===== src/rtl/match_pkg.sv =====
// Shared types and constants for the descriptor match scheduler.
package match_pkg;

  localparam int unsigned RES_IDX_W = 10;
  localparam int unsigned DESC_W    = 148;
  localparam int unsigned COOR_MSB  = 147;
  localparam int unsigned COOR_LSB  = 128;
  localparam int unsigned COOR_W    = COOR_MSB - COOR_LSB + 1;
  localparam int unsigned HD_W      = 8;

  typedef enum logic [2:0] {
    IDLE,
    MAIN_RD,
    CLEAR,
    STREAM,
    DRAIN,
    EMIT,
    NEXT,
    FIN
  } state_e;

  typedef struct packed {
    logic [RES_IDX_W-1:0] main_idx;
    logic [RES_IDX_W-1:0] slave_idx;
    logic [COOR_W-1:0]    main_coor;
    logic [COOR_W-1:0]    slave_coor;
    logic [HD_W-1:0]      hd;
  } res_t;

endpackage


===== src/rtl/match_scheduler.sv =====
// Sequences one match_core over every main descriptor against the full slave set
// and emits thresholded best-match results on a valid/ready port.
module match_scheduler
  import match_pkg::*;
#(
  parameter int unsigned     IDX_W     = RES_IDX_W,
  parameter logic [HD_W-1:0] HD_THRESH = 8'd64,
  parameter int unsigned     DESC_W    = match_pkg::DESC_W
) (
  input  logic              clk,
  input  logic              rst_n,
  input  logic              start,
  input  logic [IDX_W-1:0]  n_main,
  input  logic [IDX_W-1:0]  n_slave,
  output logic              main_rd,
  output logic [IDX_W-1:0]  main_addr,
  input  logic [DESC_W-1:0] main_rdata,
  output logic              slave_rd,
  output logic [IDX_W-1:0]  slave_addr,
  input  logic [DESC_W-1:0] slave_rdata,
  output logic              core_en,
  output logic              core_clear,
  output logic [DESC_W-1:0] core_main,
  output logic [DESC_W-1:0] core_slave,
  input  logic [IDX_W-1:0]  core_index,
  input  logic [COOR_W-1:0] core_coor,
  input  logic [HD_W-1:0]   core_min_hd,
  input  logic              core_done,
  output logic              res_valid,
  input  logic              res_ready,
  output logic [IDX_W-1:0]  res_main_idx,
  output logic [IDX_W-1:0]  res_slave_idx,
  output logic [COOR_W-1:0] res_main_coor,
  output logic [COOR_W-1:0] res_slave_coor,
  output logic [HD_W-1:0]   res_hd,
  output logic [IDX_W-1:0]  res_cnt,
  output logic              busy,
  output logic              done
);

  state_e            state_q, state_d;
  logic [IDX_W-1:0]  n_main_q, n_main_d;
  logic [IDX_W-1:0]  n_slave_q, n_slave_d;
  logic [IDX_W-1:0]  main_idx_q, main_idx_d;
  logic [IDX_W-1:0]  res_cnt_q, res_cnt_d;
  logic [IDX_W-1:0]  main_addr_q, main_addr_d;
  logic [IDX_W-1:0]  slave_addr_q, slave_addr_d;
  logic              main_rd_q, main_rd_d;
  logic              slave_rd_q, slave_rd_d;
  logic              core_en_q, core_en_d;
  logic              core_clear_q, core_clear_d;
  logic              busy_q, busy_d;
  logic              done_q, done_d;
  logic              res_valid_q, res_valid_d;
  logic [DESC_W-1:0] core_main_q, core_main_d;
  res_t              res_q, res_d;

  // Next-state and registered-output logic; outputs are set on the transition
  // into the state that owns them so they are high for exactly that state.
  always_comb begin
    state_d      = state_q;
    n_main_d     = n_main_q;
    n_slave_d    = n_slave_q;
    main_idx_d   = main_idx_q;
    res_cnt_d    = res_cnt_q;
    main_addr_d  = main_addr_q;
    slave_addr_d = slave_addr_q;
    main_rd_d    = 1'b0;
    slave_rd_d   = 1'b0;
    core_en_d    = slave_rd_q;
    core_clear_d = 1'b0;
    busy_d       = busy_q;
    done_d       = 1'b0;
    res_valid_d  = res_valid_q;
    core_main_d  = core_main_q;
    res_d        = res_q;

    case (state_q)
      IDLE: begin
        if (start) begin
          n_main_d   = n_main;
          n_slave_d  = n_slave;
          main_idx_d = '0;
          res_cnt_d  = '0;
          busy_d     = 1'b1;
          if (n_main == '0) begin
            state_d = FIN;
          end else begin
            state_d     = MAIN_RD;
            main_rd_d   = 1'b1;
            main_addr_d = '0;
          end
        end
      end
      MAIN_RD: begin
        state_d      = CLEAR;
        core_clear_d = 1'b1;
      end
      CLEAR: begin
        core_main_d = main_rdata;
        if (n_slave_q == '0) begin
          state_d = NEXT;
        end else begin
          state_d      = STREAM;
          slave_rd_d   = 1'b1;
          slave_addr_d = '0;
        end
      end
      STREAM: begin
        if (slave_addr_q == n_slave_q - IDX_W'(1)) begin
          state_d = DRAIN;
        end else begin
          slave_rd_d   = 1'b1;
          slave_addr_d = slave_addr_q + IDX_W'(1);
        end
      end
      DRAIN: begin
        if (core_done) begin
          res_d.main_idx   = RES_IDX_W'(main_idx_q);
          res_d.slave_idx  = RES_IDX_W'(core_index);
          res_d.main_coor  = core_main_q[COOR_MSB:COOR_LSB];
          res_d.slave_coor = core_coor;
          res_d.hd         = core_min_hd;
          if (core_min_hd <= HD_THRESH) begin
            state_d     = EMIT;
            res_valid_d = 1'b1;
          end else begin
            state_d = NEXT;
          end
        end
      end
      EMIT: begin
        if (res_ready) begin
          res_valid_d = 1'b0;
          res_cnt_d   = res_cnt_q + IDX_W'(1);
          state_d     = NEXT;
        end
      end
      NEXT: begin
        if (main_idx_q == n_main_q - IDX_W'(1)) begin
          state_d = FIN;
        end else begin
          main_idx_d  = main_idx_q + IDX_W'(1);
          state_d     = MAIN_RD;
          main_rd_d   = 1'b1;
          main_addr_d = main_idx_q + IDX_W'(1);
        end
      end
      FIN: begin
        done_d  = 1'b1;
        busy_d  = 1'b0;
        state_d = IDLE;
      end
      default: state_d = IDLE;
    endcase
  end

  always_ff @(posedge clk or negedge rst_n) begin
    if (!rst_n) begin
      state_q      <= IDLE;
      n_main_q     <= '0;
      n_slave_q    <= '0;
      main_idx_q   <= '0;
      res_cnt_q    <= '0;
      main_addr_q  <= '0;
      slave_addr_q <= '0;
      main_rd_q    <= 1'b0;
      slave_rd_q   <= 1'b0;
      core_en_q    <= 1'b0;
      core_clear_q <= 1'b0;
      busy_q       <= 1'b0;
      done_q       <= 1'b0;
      res_valid_q  <= 1'b0;
      core_main_q  <= '0;
      res_q        <= '0;
    end else begin
      state_q      <= state_d;
      n_main_q     <= n_main_d;
      n_slave_q    <= n_slave_d;
      main_idx_q   <= main_idx_d;
      res_cnt_q    <= res_cnt_d;
      main_addr_q  <= main_addr_d;
      slave_addr_q <= slave_addr_d;
      main_rd_q    <= main_rd_d;
      slave_rd_q   <= slave_rd_d;
      core_en_q    <= core_en_d;
      core_clear_q <= core_clear_d;
      busy_q       <= busy_d;
      done_q       <= done_d;
      res_valid_q  <= res_valid_d;
      core_main_q  <= core_main_d;
      res_q        <= res_d;
    end
  end

  assign main_rd        = main_rd_q;
  assign main_addr      = main_addr_q;
  assign slave_rd       = slave_rd_q;
  assign slave_addr     = slave_addr_q;
  assign core_en        = core_en_q;
  assign core_clear     = core_clear_q;
  assign core_main      = core_main_q;
  assign core_slave     = slave_rdata;
  assign res_valid      = res_valid_q;
  assign res_main_idx   = IDX_W'(res_q.main_idx);
  assign res_slave_idx  = IDX_W'(res_q.slave_idx);
  assign res_main_coor  = res_q.main_coor;
  assign res_slave_coor = res_q.slave_coor;
  assign res_hd         = res_q.hd;
  assign res_cnt        = res_cnt_q;
  assign busy           = busy_q;
  assign done           = done_q;

endmodule


===== config.mk =====
export PLATFORM = sky130hd
export DESIGN_NAME = match_scheduler
export DESIGN_NICKNAME = d
export VERILOG_FILES = /design/src/rtl/match_pkg.sv /design/src/rtl/match_scheduler.sv
export SDC_FILE = /design/constraint.sdc
export NUM_CORES = 1
export LEC_CHECK = 0
export ABC_AREA = 1
export CAP_MARGIN = 5
export CORE_AREA = 3 3 299 301
export DETAILED_ROUTE_END_ITERATION = 10
export DIE_AREA = 0 0 302 304
export GPL_ROUTABILITY_DRIVEN = 0
export HOLD_SLACK_MARGIN = 0.06
export PLACE_DENSITY = 0.44
export SYNTH_ARGS = -nofsm -noshare
export SYNTH_HDL_FRONTEND = slang
export SYNTH_SLANG_ARGS = --single-unit

===== constraint.sdc =====
create_clock -name clk -period 2.2 [get_ports clk]
set_input_delay 0.33 -clock clk [delete_from_list [all_inputs] [get_ports clk]]
set_output_delay 0.33 -clock clk [all_outputs]
set_load 0.05 [all_outputs]

==> results.sh <==
export IMPL_clockPowerShare_pct=20.0
export IMPL_drtAntennaViolNets=0
export IMPL_synth_top_family_by_area="multiplexers"
export IMPL_synth_xor_area_share_pct=1.00
export IMPL_io_pins=760
export IMPL_path_class="register to output pin"
export IMPL_critPathArrivalTime_ns=1.80
export IMPL_netlist_area_leader_share_pct=54.7
export IMPL_cts_tree="built"
export IMPL_multi_input_area_um2=4420
export IMPL_worstMarginPinSlew_ns=0.633
export IMPL_synth_compound_area_share_pct=3.00
export IMPL_worstSetupStartpointType="register"
export IMPL_initial_core_util_pct=15.1
export IMPL_grt_total_usage_pct=10.1
export IMPL_grt_pass1_vias=10700
export IMPL_die_area_um2=91800
export IMPL_grt_max_degree=61
export IMPL_p_sw_mw=15.6
export IMPL_required_ns=1.87
export IMPL_crit_chain="clkdlybuf4s50_1"
export IMPL_period_needed_ns=2.13
export IMPL_path_buf_inv=1
export IMPL_cts_made_buffers=40
export IMPL_path_clk_slew_ns=0.05
export IMPL_relSlewSlack_pct=58.0
export IMPL_syn_num_nets=1544
export IMPL_drt_initial_drc_count=337
export IMPL_root_buffer="clkbuf_16"
export IMPL_intPower_mw=18.2
export IMPL_synthSimpleGateAreaFrac_pct=11.5
export IMPL_cts_max_level=2
export IMPL_maxSlewViolCount=0
export IMPL_io_buffers=463
export IMPL_coreArea_um2=86900
export IMPL_power_leakage_nw=8.36
export IMPL_path_delay_family="buffers and inverters"
export IMPL_antenna_found_initial=2
export IMPL_dieHeight_um=304
export IMPL_hp_class="input port to async pin"
export IMPL_vias_per_cell=3.58
export IMPL_layout_setup_ws_ns=0.0735
export IMPL_outcome="finished clean"
export IMPL_netlist_top_cell_by_area="dfrtp_1"
export IMPL_skew_ns=0.0247
export IMPL_fillCellCount=9267
export IMPL_syn_to_final_growth_pct=49.7
export IMPL_netlist_instances=1180
export IMPL_clk_latency_ns=0.56
export IMPL_synthDistinctLibCells=35
export IMPL_grt_overflow_total=0
export IMPL_cp_max_fo=2
export IMPL_combPwrFrac_pct=53.2
export IMPL_powerDensity_nw_per_um2=1720
export IMPL_wl_met2_um=22800
export IMPL_p_total_mw=33.8
export IMPL_wl_um=48000
export IMPL_drv_cap=0
export IMPL_top_layer="met4"
export IMPL_syn_area_per_cell_um2=11.1
export IMPL_reg2reg_slack_ns=0.16
export IMPL_cts_sinks=286
export IMPL_syn_area_um2=13100
export IMPL_rows=108
export IMPL_seqCellArea_um2=7160
export IMPL_synthMuxAreaShare_pct=17.5
export IMPL_ys_ff_latch=286
export IMPL_drive_gt1_share_pct=23.0
export IMPL_seq_power_share_pct=26.8
export IMPL_synth_fa_ha_area_share_pct=0.478
export IMPL_netSwitchingFraction_pct=46.1
export IMPL_fin_crit_sh_pct=96.7
export IMPL_grt_first_pass_wirelength_um=70300
export IMPL_setup_viol=0
export IMPL_vias=9738
export IMPL_routedWlPerCell_um=17.7
export IMPL_cp_slowest_cell="clkdlybuf4s50_1"
export IMPL_worstSetupEndpointType="output pin"
export IMPL_ir_worst_vdd_mv=1.06
export IMPL_ys_warn_count=0
export IMPL_yosys_top_cells_area="dfrtp_1, mux2_2, buf_4, nand2_1, nand3_1"
export IMPL_dp_slack_ns=0.0758
export IMPL_fmax_mhz=470
export IMPL_place_hpwl_um=37400
export IMPL_nets=1897
export IMPL_clk_path_buf_depth=3
export IMPL_die_w_um=302
export IMPL_max_stage_delay_ns=0.88
export IMPL_first_pass_iters=4
export IMPL_tns_ns=0
export IMPL_ys_seq_area_share_pct=54.7
export IMPL_finalHoldViolations=0
export IMPL_met1_length_um=17700
export IMPL_drc_errors=0
export IMPL_wl_met3_um=5090
-- state kept, by name, indices dropped and copies added, names as in the netlist, 3 cells and up --
signal	cells
state_q	3
res_main_idx	10
res_main_coor	20
main_addr	10
main_idx_q	10
res_cnt	10
res_slave_idx	10
slave_addr	10
res_hd	8
n_slave_q	10
n_main_q	10
core_main	148
res_slave_coor	20
-- area by class of cell --
class                   instances  area share (%)
inverters                      69            1.32
well taps                    1155            7.37
multi-input cells             643            22.6
clock inverters                20            1.36
clock buffers                  52            5.64
diodes                          2          0.0255
repair buffers                493            25.2
flip-flops and latches        286            36.5
-- synthesized netlist by cell type, drive strengths merged --
| master | count |
|---|---|
| dfrtp | 286 |
| mux2 | 203 |
| nand2 | 196 |
| buf | 174 |
| inv | 69 |
| nor2 | 69 |
| nand3 | 58 |
| o21ai | 52 |
| a21oi | 17 |
| nor3 | 12 |
| xor2 | 11 |
| clkbuf | 8 |
| nand4 | 7 |
| ha | 5 |
| xnor2 | 4 |
| and3 | 2 |
| mux2i | 1 |
| nand3b | 1 |
| nor3b | 1 |
| nor4 | 1 |
| o21a | 1 |
| o21bai | 1 |
| o22ai | 1 |
-- metal layers --
layer,vias to the layer above,GRT usage (%)
met4,0,4.94
met2,432,17.0
met3,126,4.60
li1,4446,-
met1,4734,10.7
met5,-,0
-- metrics by stage --
step           hold WS, ns  instances  util (%)  area, um^2
2_1_floorplan       0.0344       1180         -       13100
6_report             0.293       2720      22.6       19600
3_3_place_gp         0.264       2645      21.0       18200
4_1_cts              0.266       2718      22.5       19600
5_1_grt              0.303       2718      22.6       19600
3_5_place_dp         0.255       2645      21.0       18200
-- logic make-up (layout without fill, tap and decap cells) --
group	count (synthesis)	in the layout
flops	286	286
simple gates	347	347
compound gates	72	72
other cells	0	2
mux	204	204
fa+ha+maj	5	5
xor+xnor	15	15
buf+inv	251	634
-- worst reg2reg max path, delay by kind of cell, from the launching register on --
| family | cells | cell delay, ns |
|---|---|---|
| simple gates | 9 | 1.06 |
| flops | 1 | 0.39 |
| fa+ha+maj | 1 | 0.20 |
| compound gates | 1 | 0.20 |
| buf+inv | 1 | 0.12 |
-- worst paths after layout --
path                       depth (start not counted)                           to                         from
hold reg to reg                                    2  res_main_idx[6]$_DFFE_PN0P_  res_main_idx[6]$_DFFE_PN0P_
setup / recovery                                   1                core_main[94]    core_main[94]$_DFFE_PN0P_
min in group clk                                   3     n_slave_q[6]$_DFFE_PN0P_                   n_slave[6]
max in group asynchronous                          4   core_main[112]$_DFFE_PN0P_                        rst_n
hold / removal                                     2             busy$_DFFE_PN0P_                        rst_n
setup reg to reg                                  12       state_q[2]$_DFFE_PN0P_     n_slave_q[0]$_DFFE_PN0P_
-- power by group through the flow --
stage	Sequential, mW	Combinational (mW)	Clock, mW
finish	9.04	18.0	6.76
global route	9.37	19.0	7.25
CTS	9.10	18.2	7.05
detailed placement	9.12	18.2	0
global placement	9.06	18.2	0
floorplan	16.0	5.30	0
-- repair_timing --
item	4_1_cts	5_1_grt
endpoints found under the setup margin	15	21
gates cloned	0	0
resized for setup	15	9
hold buffers	1	0
hold endpoints to repair	117	0
buffers inserted	0	0
-- placed cells by master (no fill, tap or decap), drive strengths merged --
cell type / Yosys / final
nand3b: 1 / 1
nor2: 69 / 69
o22ai: 1 / 1
and3: 2 / 2
dfrtp: 286 / 286
mux2: 203 / 203
nor3b: 1 / 1
nor3: 12 / 12
mux2i: 1 / 1
dlygate4sd3: 0 / 1
nand3: 58 / 58
xnor2: 4 / 4
ha: 5 / 5
o21bai: 1 / 1
clkbuf: 8 / 52
diode: 0 / 2
buf: 174 / 48
o21a: 1 / 1
nand4: 7 / 7
xor2: 11 / 11
inv: 69 / 73
bufinv: 0 / 5
nor4: 1 / 1
clkinv: 0 / 11
clkdlybuf4s50: 0 / 424
nand2: 196 / 196
dlygate4sd2: 0 / 15
o21ai: 52 / 52
dlymetal6s2s: 0 / 5
a21oi: 17 / 17
Note: power is estimated with default switching activity, not from simulation.
